--- src/rtl/band_meter_pkg.sv ---
// Shared types and helpers for the band meter: band geometry, scan states,
// and the saturating subtract used by level and peak decay.
package band_meter_pkg;
    localparam int NUM_BANDS = 7;
    localparam int BAND_W    = 8;
    localparam int IDX_W     = 3;

    typedef enum logic [1:0] {IDLE, SCAN, DONE} state_e;
    typedef logic [NUM_BANDS-1:0][BAND_W-1:0] bands_t;

    // 9-bit intermediate; a borrow means the result would go negative.
    function automatic logic [BAND_W-1:0] sat_sub(input logic [BAND_W-1:0] a,
                                                  input logic [BAND_W-1:0] b);
        logic [BAND_W:0] diff;
        diff = {1'b0, a} - {1'b0, b};
        return diff[BAND_W] ? '0 : diff[BAND_W-1:0];
    endfunction
endpackage

--- src/rtl/band_tracker.sv ---
// Combinational next-state for one band: instant-attack level with decay,
// and a peak marker with hold time, decay and a floor at the level.
module band_tracker
    import band_meter_pkg::*;
#(
    parameter int DECAY_STEP   = 1,
    parameter int HOLD_SAMPLES = 24000,
    parameter int H_W          = 15
) (
    input  logic [BAND_W-1:0] x_i,
    input  logic [BAND_W-1:0] l_i,
    input  logic [BAND_W-1:0] p_i,
    input  logic [H_W-1:0]    h_i,
    input  logic              tick_i,
    output logic [BAND_W-1:0] l_o,
    output logic [BAND_W-1:0] p_o,
    output logic [H_W-1:0]    h_o
);
    localparam logic [BAND_W-1:0] STEP = BAND_W'(DECAY_STEP);
    localparam logic [H_W-1:0]    HOLD = H_W'(HOLD_SAMPLES);

    logic [BAND_W-1:0] p_t;

    always_comb begin
        l_o = l_i;
        p_t = p_i;
        h_o = h_i;

        if (x_i > l_i)   l_o = x_i;
        else if (tick_i) l_o = sat_sub(l_i, STEP);

        if (x_i >= p_i) begin
            p_t = x_i;
            h_o = HOLD;
        end else if (h_i != '0) begin
            h_o = h_i - 1'b1;
        end else if (tick_i) begin
            p_t = sat_sub(p_i, STEP);
        end

        p_o = (p_t > l_o) ? p_t : l_o;
    end
endmodule

--- src/rtl/band_meter.sv ---
// Seven-band level/peak meter: one shared band_tracker is walked across the
// bands by a scan FSM, one band per clock, with a one-deep pending snapshot.
module band_meter
    import band_meter_pkg::*;
#(
    parameter int DECAY_DIV    = 256,
    parameter int DECAY_STEP   = 1,
    parameter int HOLD_SAMPLES = 24000
) (
    input  logic                        clock,
    input  logic                        reset,
    input  logic                        ready_i,
    input  logic [BAND_W-1:0]           freq1_i,
    input  logic [BAND_W-1:0]           freq2_i,
    input  logic [BAND_W-1:0]           freq3_i,
    input  logic [BAND_W-1:0]           freq4_i,
    input  logic [BAND_W-1:0]           freq5_i,
    input  logic [BAND_W-1:0]           freq6_i,
    input  logic [BAND_W-1:0]           freq7_i,
    output logic [NUM_BANDS*BAND_W-1:0] levels_o,
    output logic [NUM_BANDS*BAND_W-1:0] peaks_o,
    output logic                        update_done_o,
    output logic                        overrun_o
);
    localparam int CNT_W = (DECAY_DIV > 1) ? $clog2(DECAY_DIV) : 1;
    localparam int H_W   = (HOLD_SAMPLES > 0) ? $clog2(HOLD_SAMPLES + 1) : 1;
    localparam logic [CNT_W-1:0] CNT_LAST = CNT_W'(DECAY_DIV - 1);
    localparam logic [IDX_W-1:0] IDX_LAST = IDX_W'(NUM_BANDS - 1);

    bands_t freq_in;
    assign freq_in = {freq7_i, freq6_i, freq5_i, freq4_i, freq3_i, freq2_i, freq1_i};

    state_e                       state_q, state_d;
    logic [IDX_W-1:0]             idx_q, idx_d;
    logic [CNT_W-1:0]             cnt_q, cnt_d;
    bands_t                       snap_q, snap_d, pend_snap_q, pend_snap_d;
    bands_t                       lvl_q, lvl_d, pk_q, pk_d;
    logic [NUM_BANDS-1:0][H_W-1:0] hold_q, hold_d;
    logic                         pend_q, pend_d, tick_q, tick_d;
    logic                         ovr_q, ovr_d, done_q, done_d;

    logic                         start;
    bands_t                       start_snap;
    logic [BAND_W-1:0]            l_nx, p_nx;
    logic [H_W-1:0]               h_nx;

    band_tracker #(
        .DECAY_STEP  (DECAY_STEP),
        .HOLD_SAMPLES(HOLD_SAMPLES),
        .H_W         (H_W)
    ) u_trk (
        .x_i   (snap_q[idx_q]),
        .l_i   (lvl_q[idx_q]),
        .p_i   (pk_q[idx_q]),
        .h_i   (hold_q[idx_q]),
        .tick_i(tick_q),
        .l_o   (l_nx),
        .p_o   (p_nx),
        .h_o   (h_nx)
    );

    always_comb begin
        state_d     = state_q;
        idx_d       = idx_q;
        cnt_d       = cnt_q;
        snap_d      = snap_q;
        pend_snap_d = pend_snap_q;
        lvl_d       = lvl_q;
        pk_d        = pk_q;
        hold_d      = hold_q;
        pend_d      = pend_q;
        tick_d      = tick_q;
        ovr_d       = ovr_q;
        done_d      = 1'b0;
        start       = 1'b0;
        start_snap  = freq_in;

        case (state_q)
            IDLE: begin
                if (ready_i) start = 1'b1;
            end
            SCAN: begin
                lvl_d[idx_q]  = l_nx;
                pk_d[idx_q]   = p_nx;
                hold_d[idx_q] = h_nx;
                if (ready_i) begin
                    if (!pend_q) begin
                        pend_snap_d = freq_in;
                        pend_d      = 1'b1;
                    end else begin
                        ovr_d = 1'b1;
                    end
                end
                if (idx_q == IDX_LAST) begin
                    state_d = DONE;
                    done_d  = 1'b1;
                end else begin
                    idx_d = idx_q + 1'b1;
                end
            end
            DONE: begin
                // A strobe landing here with nothing pending starts straight
                // away, so 8-cycle spacing never loses a sample.
                if (pend_q) begin
                    start      = 1'b1;
                    start_snap = pend_snap_q;
                    pend_d     = 1'b0;
                    if (ready_i) ovr_d = 1'b1;
                end else if (ready_i) begin
                    start = 1'b1;
                end else begin
                    state_d = IDLE;
                end
            end
            default: state_d = IDLE;
        endcase

        if (start) begin
            snap_d  = start_snap;
            tick_d  = (cnt_q == CNT_LAST);
            cnt_d   = (cnt_q == CNT_LAST) ? '0 : cnt_q + 1'b1;
            idx_d   = '0;
            state_d = SCAN;
        end
    end

    always_ff @(posedge clock) begin
        if (reset) begin
            state_q     <= IDLE;
            idx_q       <= '0;
            cnt_q       <= '0;
            snap_q      <= '0;
            pend_snap_q <= '0;
            lvl_q       <= '0;
            pk_q        <= '0;
            hold_q      <= '0;
            pend_q      <= 1'b0;
            tick_q      <= 1'b0;
            ovr_q       <= 1'b0;
            done_q      <= 1'b0;
        end else begin
            state_q     <= state_d;
            idx_q       <= idx_d;
            cnt_q       <= cnt_d;
            snap_q      <= snap_d;
            pend_snap_q <= pend_snap_d;
            lvl_q       <= lvl_d;
            pk_q        <= pk_d;
            hold_q      <= hold_d;
            pend_q      <= pend_d;
            tick_q      <= tick_d;
            ovr_q       <= ovr_d;
            done_q      <= done_d;
        end
    end

    assign levels_o      = lvl_q;
    assign peaks_o       = pk_q;
    assign update_done_o = done_q;
    assign overrun_o     = ovr_q;
endmodule

--- config.mk ---
export PLATFORM = sky130hd
export DESIGN_NAME = band_meter
export DESIGN_NICKNAME = d
export VERILOG_FILES = /design/src/rtl/band_meter_pkg.sv /design/src/rtl/band_tracker.sv /design/src/rtl/band_meter.sv
export SDC_FILE = /design/constraint.sdc
export NUM_CORES = 1
export LEC_CHECK = 0
export BUFFER_PORTS_ARGS = -buffer_cell sky130_fd_sc_hd__buf_4
export CELL_PAD_IN_SITES_DETAIL_PLACEMENT = 0
export CELL_PAD_IN_SITES_GLOBAL_PLACEMENT = 1
export CORE_MARGIN = 4
export CORE_UTILIZATION = 48
export DETAILED_ROUTE_END_ITERATION = 16
export PLACE_DENSITY_LB_ADDON = 0.1
export SYNTH_ARGS = -nofsm -noshare
export SYNTH_HDL_FRONTEND = slang
export SYNTH_SLANG_ARGS = --single-unit
--- constraint.sdc ---
create_clock -name clock -period 14 [get_ports clock]
set_clock_uncertainty 0.1 [all_clocks]
set_input_delay 2.8 -clock clock [delete_from_list [all_inputs] [get_ports clock]]
set_output_delay 2.8 -clock clock [all_outputs]
set_load 0.01 [all_outputs]
==> impl_results.md, run 1 <==
* Status: finished clean
* Number of warnings reported in the yosys synthesis log at 0
* Netlist cell types at 92
* Total number of H-tree levels at 2
* Final Routed Wirelength at 58300 um
* Total vias in the final route at 15200
* Vertical die dimension at 195 um
* Cell area after synthesis at 16800 sq um
* Overall die width at 195 um
* Number of cells produced by synthesis at 1980
* EDFF count, synth at 0
* Number of port buffers at 172
* Launching element type of the critical path: flop
* TritonCTS Buffers at 39
* Final number of setup-violating endpoints at 0
* DP HPWL at 39000 um
* Share of post-route cells with drive strength above 1 at 16.2%
* Area of the core at 34500 sq um
* Worst VDD drop at 0.112 mV
* # resized after CTS at 0
* Relative slew slack at 5.41%
* Worst setup path class: flop to flop
* Area Growth Syn to Fin at 16.4%
* Part of the cycle the worst path needs at 55.7%
* Commonest register cell after synthesis: dfxtp_1
* Violation count after the first detailed-routing iteration at 1310
* Maximum number of pins on one net before global-route repair at 147
* Clock tree from TritonCTS: done
* Most frequent cell on the critical path: buf_4
* Clock sinks at 346
* Setup repair after global routing missed its margin: no
* Net count after synthesis at 2070
* Number of hold violations in the final report at 0
* Via-per-instance ratio at 5.99
* Vias in the first global route at 14600
* CP delay by family, top: compound AO/OA/AOI/OAI gates
* Clock latency on the worst-skew pair at 530 ps
* Clock transition at path regs at 60 ps
* Lkg Pwr at 7.28 nW
* Dominant cell type by area after synthesis: dfxtp_1
* Minimum period implied by the final worst setup slack at 7800 ps
* Bufs and invs on worst path at 4
* Async set-or-reset flop fraction in the synthesized netlist at 0%
* Sum of negative setup slack at 0 ps
* Arrival time of the worst setup path at 8150 ps
* Overflow after GRT at 0
* Delay of the slowest cell on the worst path at 740 ps
* First-pass GRT wire length at 89100 um
* CP max-delay cell: buf_4
* Count of nets after finishing at 2154
* Synth area leaders: dfxtp_1, mux2i_1, a211oi_1
* Power density relative to cell area at 159 nW/um^2
* Length of the first detailed-routing pass in iterations at 6
* Wire length per cell at 22.9 um
* Worst Setup End Kind: flop
* Clock buffer depth at 3
* Number of pins exceeding their max-slew limit in the final report at 0
* Max-Cap Viols at 0
* Top-Level Pins at 173
* Aggregate global-route resource usage at 29.4%
* CTS hold repair buffers at 0
* Global placer's final weighted congestion at 0.907
* Die Outline Area at 38100 sq um
* Number of routed nets with antenna violations at 0
* Antenna violations before repair at 0
* Maximum operating frequency at 0.128 GHz
* Number of rows in the core area at 68
* Slew @ Worst Pin at 1410 ps
* Initial cell density of the core at 48.7%
* Area share of the largest cell type after synthesis at 41.2%
* Post-synthesis sequential element count at 346
* Root buffer selected by CTS: clkbuf_16
* Hold WC Path Type: flop to flop
* Sequential cell area fraction in the yosys report at 41.2%
* Total power after layout at 3.11 mW
* Final routed DRC violation total at 0
* Highest net fanout along the worst path at 49
* Req. time, crit path at 14340 ps
* Buffers inserted by post-CTS timing repair at 0
* Syn_area_per_cell at 8.49 sq um
-- layout by cell type, fill, tap and decap left out, types with 15 or more instances in the layout --
cell	n
dfxtp_1	343
nor2_1	268
nand2_1	254
buf_4	205
a21oi_1	169
a211oi_1	149
mux2i_1	120
nand3_1	56
clkbuf_16	41
nand3b_1	32
ha_1	31
o21ai_0	30
nor3_1	23
inv_1	20
a22oi_1	17
o31ai_1	16
mux2_2	15
-- flip-flops by register name, indices dropped and copies added, names as in the netlist --
| register | count |
|---|---|
| pend_snap_q | 56 |
| tick_q | 1 |
| cnt_q | 8 |
| overrun_o | 1 |
| levels_o | 56 |
| idx_q | 3 |
| peaks_o | 56 |
| snap_q | 56 |
| pend_q | 1 |
| hold_q | 105 |
| state_q | 2 |
| update_done_o | 1 |
-- cell families after synthesis --
family	synth area share (%)
and+or+nand+nor	19.4
AOI/OAI and AO/OA	21.5
DFF	41.2
buffers and inverters	5.01
muxes	9.69
adders and majority gates	2.31
xor gates and xnor gates	0.937
-- final timing paths --
kind / startpoint / end / depth (start not counted) / slack [ps]
max: idx_q[1] / peaks_o[19] / 25 / 6200
min: hold_q[77] / hold_q[77] / 2 / 350
max reg2reg: idx_q[1] / peaks_o[19] / 25 / 6200
min reg2reg: hold_q[77] / hold_q[77] / 2 / 350
-- layout make-up --
cell class,instances,area (sq um)
inverters,24,90.1
multi-input cells,1447,9130
clock buffers,57,1150
diodes,1,2.50
clock inverters,10,158
well taps,455,569
fillers,3236,15000
flip-flops and latches,346,6940
repair buffers,206,1550
-- power breakdown --
part | internal [mW] | switching, mW
Clock | 0.640 | 0.412
Combinational | 0.289 | 0.710
Sequential | 1.03 | 0.0339
-- stage by stage --
| step | instance area, sq um | util [%] | worst slack [ps] | instances | hold WS (ps) |
|---|---|---|---|---|---|
| after global placement | 18300 | 52.9 | 6410 | 2478 | 339 |
| after detailed placement | 18300 | 52.9 | 6300 | 2478 | 344 |
| after CTS | 19600 | 56.7 | 6250 | 2545 | 352 |
| after floorplan | 16800 | - | 7450 | 1980 | 329 |
| after global routing | 19600 | 56.7 | 5730 | 2545 | 370 |
| final | 19600 | 56.7 | 6200 | 2546 | 351 |
-- worst min-delay path, stage by stage (launching register included) --
cell and delay, ps:
dfxtp_1 310, nand2_1 50, a21oi_1 50
-- layer usage --
layer  vias up  GRT usage (%)  share of wire, %
li1       7287              -                 -
met1      7348           40.0                44
met2       521           48.5                47
met3        87           5.12               6.4
met4         0           7.84               2.3
met5         -              0                 0
-- cell usage after synthesis (all sizes together) (6+ instances only) --
| cell | instances |
|---|---|
| dfxtp | 346 |
| nor2 | 270 |
| nand2 | 255 |
| a21oi | 171 |
| a211oi | 154 |
| mux2i | 120 |
| clkbuf | 110 |
| nand3 | 57 |
| buf | 53 |
| o21ai | 34 |
| nor3 | 33 |
| nand3b | 32 |
| ha | 31 |
| mux2 | 25 |
| inv | 23 |
| a22oi | 18 |
| o31ai | 16 |
| nand2b | 14 |
| xor2 | 14 |
| a221o | 13 |
| a31oi | 12 |
| and2 | 12 |
| nand4 | 12 |
| a221oi | 11 |
| nor2b | 11 |
| and3 | 10 |
| a21o | 9 |
| o31a | 9 |
| o211ai | 8 |
| o22ai | 7 |
| or3 | 7 |
| mux4 | 6 |
No activity file was read; power rests on OpenSTA's default activity.
==> inputs of run 2 (changes only) <==
ABC_AREA = 1   (was not set)
CORE_UTILIZATION = 38   (was 48)
clock period = 6.9 ns   (was 14 ns; I/O delays follow)
==> impl_results.md, run 2 <==
* Status: finished clean
* Instance area after placement at 19000 sq um (+3.8%)
* Launching element type of the critical path: flop
* Worst hold path endpoint: snap_q[43]
* Buffers inserted by post-CTS timing repair at 0 (unchanged)
* EDFF count, synth at 0 (unchanged)
* Launch instance of the worst min-delay path: snap_q[43]
* Delay of the slowest cell on the worst path at 540 ps (-200 ps)
* Post-route cell area at 20300 sq um (+3.8%)
* Hold WC Path Type: flop to flop
* Number of hold violations in the final report at 0 (unchanged)
* Number of rows in the core area at 78 (+15%)
* Clock transition at path regs at 60 ps (about the same)
* Lkg Pwr at 9.56 nW (+31%)
* Setup repair after global routing missed its margin: no
* Startpoint of the lowest-slack register-to-register path: idx_q[2]
* Vias in the first global route at 16100 (+10%)
* Aggregate global-route resource usage at 24.8% (-4.5 points)
* Number of cells traversed by the worst register-to-register path at 26 (+4.0%)
* Relative slew slack at 29.0% (+24 points)
* Global placer's final weighted congestion at 0.882 (-2.7%)
* Wire length per cell at 19.3 um (-16%)
* Multiplexer share of the synthesized area at 0.231% (-9.5 points)
* Sequential cell area fraction in the yosys report at 39.9% (-1.3 points)
* Area of the core at 45300 sq um (+31%)
* Slew @ Worst Pin at 1060 ps (-349 ps)
* Count of nets after finishing at 2748 (+28%)
* Internal power at 3.78 mW (+93%)
* Vertical die dimension at 222 um (+14%)
* Total power after layout at 5.82 mW (+87%)
* Most common cell in the netlist: nand2_1
* Worst slack after detailed placement at 655 ps (-5640 ps)
* Sum of negative setup slack at 0 ps (unchanged)
* Maximum operating frequency at 0.158 GHz (+24%)
* Worst Setup End Kind: flop
* Net switching share of the total power at 35.0% (-2.2 points)
* Overflow after GRT at 0 (unchanged)
* Netlist cell types at 53 (-42%)
* Violation count after the first detailed-routing iteration at 1506 (+15%)
* Largest family of logic cells by synthesized area: simple AND/OR/NAND/NOR gates
* Fill cell count at 4713 (+46%)
* Fin worst setup slack at 583 ps (-5610 ps)
* Area used by multi-input combinational logic at 8610 sq um (-5.7%)
* Overall die width at 222 um (+14%)
* Net count after synthesis at 2660 (+29%)
* Max FFs per register at 105 (unchanged)
* Clock latency on the worst-skew pair at 560 ps (+30 ps)
* Utilization after layout at 44.9% (-12 points)
* Antenna violations before repair at 0 (unchanged)
* Final routed DRC violation total at 0 (unchanged)
* Final Routed Wirelength at 63500 um (+9.0%)
* TritonCTS Buffers at 41 (+5.1%)
* Share of the synthesized netlist area taken by xor and xnor gates at 0.851% (-0.087 points)
* Comb pwr share at 25.9% (-6.2 points)
* Dominant cell type by area after synthesis: dfxtp_1
* # resized after CTS at 0 (unchanged)
* Via-per-instance ratio at 5.15 (-14%)
* Number of port buffers at 172 (unchanged)
* Die Outline Area at 49200 sq um (+29%)
* DP HPWL at 42300 um (+8.3%)
* Number of warnings reported in the yosys synthesis log at 0 (unchanged)
* Sequential fraction of design power at 36.4% (+2.4 points)
* Post-synthesis sequential element count at 346 (unchanged)
* Maximum number of pins on one net before global-route repair at 106 (-28%)
* Final number of setup-violating endpoints at 0 (unchanged)
* Arrival time of the worst setup path at 6680 ps (-1470 ps)
* Cell depth of the worst hold path at 2 (unchanged)
* Register name with the most flops: hold_q
* Leading post-synthesis cells by instance count: nand2_1, dfxtp_1, nor2_1
* Antenna Cells at 0 (-1)
* Synth area leaders: dfxtp_1, nand2_1, o21ai_0
* Share of post-route cells with drive strength above 1 at 13.8% (-2.4 points)
* Cell area after synthesis at 17400 sq um (+3.2%)
* CTS hold repair buffers at 0 (unchanged)
* First-pass GRT wire length at 96700 um (+8.5%)
* Share of synthesized cell area in and, or, nand and nor gates at 26.6% (+7.1 points)
* Root buffer selected by CTS: clkbuf_16
* Compound-cell area share of the yosys netlist at 19.4% (-2.1 points)
* Setup slack, reg-to-reg at 580 ps (-5610 ps)
* Clock tree from TritonCTS: done
* Clock buffer depth at 3 (unchanged)
* Total number of H-tree levels at 2 (unchanged)
* Switching power at 2.03 mW (+76%)
* Req. time, crit path at 7260 ps (-7080 ps)
* Clock sinks at 346 (unchanged)
* Length of the first detailed-routing pass in iterations at 5 (-1)
* Highest net fanout along the worst path at 17 (-65%)
* Area Growth Syn to Fin at 17.1%
* Power density relative to cell area at 286 nW/um^2 (+80%)
* Total vias in the final route at 17000 (+11%)
* Number of routed nets with antenna violations at 0 (unchanged)
* Number of pins exceeding their max-slew limit in the final report at 0 (unchanged)
* Highest-count cells in the layout ignoring fill and taps: nand2_1, dfxtp_1, nor2_1
* Commonest register cell after synthesis: dfxtp_1
* Worst VDD drop at 0.181 mV (+61%)
* Number of cells produced by synthesis at 2570 (+30%)
* Clock power share at 37.7% (+3.9 points)
* Worst flop-to-flop path endpoint: peaks_o[49]
* Async set-or-reset flop fraction in the synthesized netlist at 0% (unchanged)
* Sequential cell area at 6930 sq um (about the same)
* Part of the cycle the worst path needs at 91.6% (+36 points)
* Adder and majority gate portion of the synthesized area at 2.24% (-0.071 points)
* Most frequent cell on the critical path: nand2_1
* CP max-delay cell: dfxtp_1
* Minimum period implied by the final worst setup slack at 6320 ps (-1490 ps)
* Syn_area_per_cell at 6.75 sq um (-21%)
* Initial cell density of the core at 38.3% (-10 points)
* Area share of the largest cell type after synthesis at 39.9% (-1.3 points)
* Top-Level Pins at 173 (unchanged)
* Max-Cap Viols at 0 (unchanged)
* Worst setup path class: flop to flop
* Commonest non-fill, non-tap cell in the layout: nand2_1
[run 2: cell types whose count changed after synthesis, moves of 20 or more]
cell,delta
o22ai_1,+25
nor3_1,-20
nand2_1,+307
nand2_2,+21
inv_1,+273
nand3b_1,-32
nand3_1,+43
nor2_1,+63
or2_2,+28
o21ai_0,+264
a211oi_1,-145
mux2i_1,-116
o2111ai_1,+28
[run 2: cell families after synthesis]
family	after synthesis
AO/OA/AOI/OAI	609
AND/OR/NAND/NOR	1102
adder cells (fa/ha/maj)	31
flip-flops	346
XOR/XNOR	16
buffers and inverters	462
multiplexers	4
[run 2: how the worst max path moves through the flow]
stage                     startpoint          end  cells past startpoint
after detailed placement    idx_q[2]   peaks_o[9]                     26
after CTS                   idx_q[2]   peaks_o[9]                     26
after global placement      idx_q[2]   peaks_o[9]                     26
after floorplan             idx_q[0]   peaks_o[1]                     27
final                       idx_q[2]  peaks_o[49]                     26
after global routing        idx_q[2]  peaks_o[17]                     26
[run 2: final cells by class]
cell class / count / share of cell area, %
clock buffer: 63 / 6.11
tap: 600 / 3.69
inverter: 305 / 5.70
clock inverter: 11 / 0.573
multi-input combinational: 1762 / 42.4
sequential: 346 / 34.1
timing repair buffer: 202 / 7.46
[run 2: critical path: cells and delay by family, from the launching register on]
family                     cells  cell delay, ps
DFF                            1             540
adders and majority gates      2             690
AOI/OAI and AO/OA              5            1290
buffers and inverters          5            1130
and+or+nand+nor               14            2450
[run 2: power groups by stage]
stage                     Combinational (mW)  Sequential [mW]  Clock [mW]
after floorplan                         1.00             2.15           0
after global placement                  1.49             2.16           0
after detailed placement                1.50             2.16           0
after CTS                               1.50             2.12        2.24
after global routing                    1.67             2.13        2.31
final                                   1.50             2.12        2.19
[run 2: through the flow]
| step | hold slack, ps | instances |
|---|---|---|
| after floorplan | 344 | 2570 |
| after global placement | 362 | 3215 |
| after detailed placement | 361 | 3215 |
| after CTS | 371 | 3289 |
| after global routing | 392 | 3289 |
| final | 369 | 3289 |
[run 2: routing by layer]
layer	wire, um	part of all wire [%]	vias to the layer above	global-route usage, %
met4	1290	2.0	0	6.30
met3	2600	4.1	76	2.93
met2	31400	49	391	43.7
met1	28200	44	8017	32.5
li1	-	-	8467	-
met5	0	0	-	0
==> inputs of run 3 (changes only) <==
BUFFER_PORTS_ARGS = not set   (was -buffer_cell sky130_fd_sc_hd__buf_4)
CORE_UTILIZATION = 46   (was 38)
DONT_BUFFER_PORTS = 1   (was not set)
clock period = 6.3 ns   (was 6.9 ns; I/O delays follow)
==> impl_results.md, run 3 (same netlist as run 2, synthesis figures left out) <==
* Final Routed Wirelength at 60500 um (-4.7%)
* Cell depth of the worst hold path at 2 (unchanged)
* Number of hold violations in the final report at 0 (unchanged)
* Worst hold path endpoint: snap_q[18]
* Buffers inserted by post-CTS timing repair at 0 (unchanged)
* Highest-count cells in the layout ignoring fill and taps: nand2_1, dfxtp_1, nor2_1
* Worst VDD drop at 0.228 mV (+26%)
* Length of the first detailed-routing pass in iterations at 7 (+2)
* Power density relative to cell area at 331 nW/um^2 (+16%)
* Highest net fanout along the worst path at 10 (-7)
* Total vias in the final route at 16500 (-2.9%)
* CP max-delay cell: dfxtp_1
* CP delay by family, top: simple AND/OR/NAND/NOR gates
* Global placer's final weighted congestion at 0.947 (+7.4%)
* Launching element type of the critical path: flop
* Startpoint of the lowest-slack register-to-register path: idx_q[2]
* Minimum period implied by the final worst setup slack at 5580 ps (-737 ps)
* Overall die width at 202 um (-8.8%)
* Number of rows in the core area at 70 (-10%)
* Most frequent cell on the critical path: nand2_1
* Worst flop-to-flop path endpoint: peaks_o[33]
* Clock tree from TritonCTS: done
* Maximum operating frequency at 0.179 GHz (+13%)
* Max FFs per register at 105 (unchanged)
* Max-Cap Viols at 0 (unchanged)
* Sum of negative setup slack at 0 ps (unchanged)
* Slew @ Worst Pin at 1110 ps (+47.0 ps)
* Hold WC Path Type: flop to flop
* Number of routed nets with antenna violations at 0 (unchanged)
* Worst setup path class: flop to flop
* Launch instance of the worst min-delay path: snap_q[18]
* Worst Setup End Kind: flop
* CTS hold repair buffers at 0 (unchanged)
* Top-Level Pins at 173 (unchanged)
* Req. time, crit path at 6700 ps (-560 ps)
* Aggregate global-route resource usage at 28.6% (+3.8 points)
* Root buffer selected by CTS: clkbuf_16
* Overflow after GRT at 0 (unchanged)
* Post-route worst hold slack at 378 ps (+9.04 ps)
* Initial cell density of the core at 47.1% (+8.7 points)
* Antenna Cells at 0 (unchanged)
* Vertical die dimension at 202 um (-8.8%)
* Clock buffer depth at 3 (unchanged)
* Total power after layout at 6.26 mW (+7.7%)
* Share of post-route cells with drive strength above 1 at 8.14% (-5.7 points)
* DP HPWL at 41200 um (-2.6%)
* Commonest non-fill, non-tap cell in the layout: nand2_1
* Utilization after layout at 51.3% (+6.4 points)
* Clock transition at path regs at 60 ps (about the same)
* Final routed DRC violation total at 0 (unchanged)
* Relative slew slack at 26.1% (-3.0 points)
* Vias in the first global route at 15200 (-5.5%)
* Die Outline Area at 40900 sq um (-17%)
* Area of the core at 36900 sq um (-19%)
* Worst slack after detailed placement at 865 ps (+210 ps)
* Status: finished clean
* Clock latency on the worst-skew pair at 560 ps (about the same)
* # resized after CTS at 0 (unchanged)
* Bufs and invs on worst path at 8 (+3)
* Fin worst setup slack at 720 ps (+137 ps)
* Via-per-instance ratio at 5.45 (+5.7%)
* Violation count after the first detailed-routing iteration at 1189 (-21%)
* Lkg Pwr at 8.67 nW (-9.3%)
* First-pass GRT wire length at 92700 um (-4.1%)
* Number of cells traversed by the worst register-to-register path at 29 (+12%)
* Setup repair after global routing missed its margin: no
* Part of the cycle the worst path needs at 88.6% (-3.0 points)
* Wire length per cell at 20.0 um (+3.7%)
* Antenna violations before repair at 1 (+1)
* Final number of setup-violating endpoints at 0 (unchanged)
* Arrival time of the worst setup path at 5980 ps (-700 ps)
* Number of port buffers at 0 (-100%)
* Area Growth Syn to Fin at 8.91%
* Total number of H-tree levels at 2 (unchanged)
* Maximum number of pins on one net before global-route repair at 137 (+29%)
* Setup slack, reg-to-reg at 720 ps (+140 ps)
* Count of nets after finishing at 2578 (-6.2%)
* Delay of the slowest cell on the worst path at 470 ps (-70 ps)
* TritonCTS Buffers at 40 (-2.4%)
* Clock sinks at 346 (unchanged)
* Register name with the most flops: hold_q
* Number of pins exceeding their max-slew limit in the final report at 0 (unchanged)
==> run 3: how the worst max path moves through the flow <==
stage / start / end / slack (ps) / cells past startpoint
floorplan: idx_q[0] / peaks_o[1] / 1420 / 27
global placement: idx_q[0] / peaks_o[1] / 940 / 23
detailed placement: idx_q[2] / peaks_o[33] / 860 / 29
CTS: idx_q[2] / peaks_o[33] / 830 / 29
global route: idx_q[0] / peaks_o[49] / 240 / 28
finish: idx_q[2] / peaks_o[33] / 720 / 29
==> run 3: final cells by class <==
class	instances	area, sq um
fillers	3762	18000
multi-input cells	1762	8610
flip-flops and latches	346	6930
clock buffers	57	1190
inverters	305	1160
well taps	504	631
repair buffers	33	248
clock inverters	15	138
==> run 3: power breakdown <==
group | internal, mW | switching [mW] | leakage [nW]
clock network | 1.40 | 0.959 | 0.656
logic | 0.409 | 1.16 | 5.20
registers | 2.27 | 0.0643 | 2.81
==> run 3: routing by layer <==
layer | GRT usage (%) | part of all wire, % | up-vias
met3 | 5.28 | 7.2 | 105
li1 | - | - | 8114
met5 | 0 | 0 | -
met2 | 46.4 | 46 | 533
met1 | 38.5 | 44 | 7710
met4 | 9.97 | 3.2 | 0
==> run 3: worst register-to-register path: cells and delay by family, from the launching register on <==
| family | cells | cell delay, ps |
|---|---|---|
| compound gates | 5 | 570 |
| flops | 1 | 470 |
| simple gates | 14 | 2350 |
| fa+ha+maj | 2 | 630 |
| buf+inv | 8 | 1420 |
==> run 3: stage by stage <==
step | area [sq um] | cells
floorplan | 17400 | 2570
global placement | 17600 | 2950
detailed placement | 17600 | 2950
CTS | 18900 | 3022
global route | 18900 | 3022
finish | 18900 | 3022
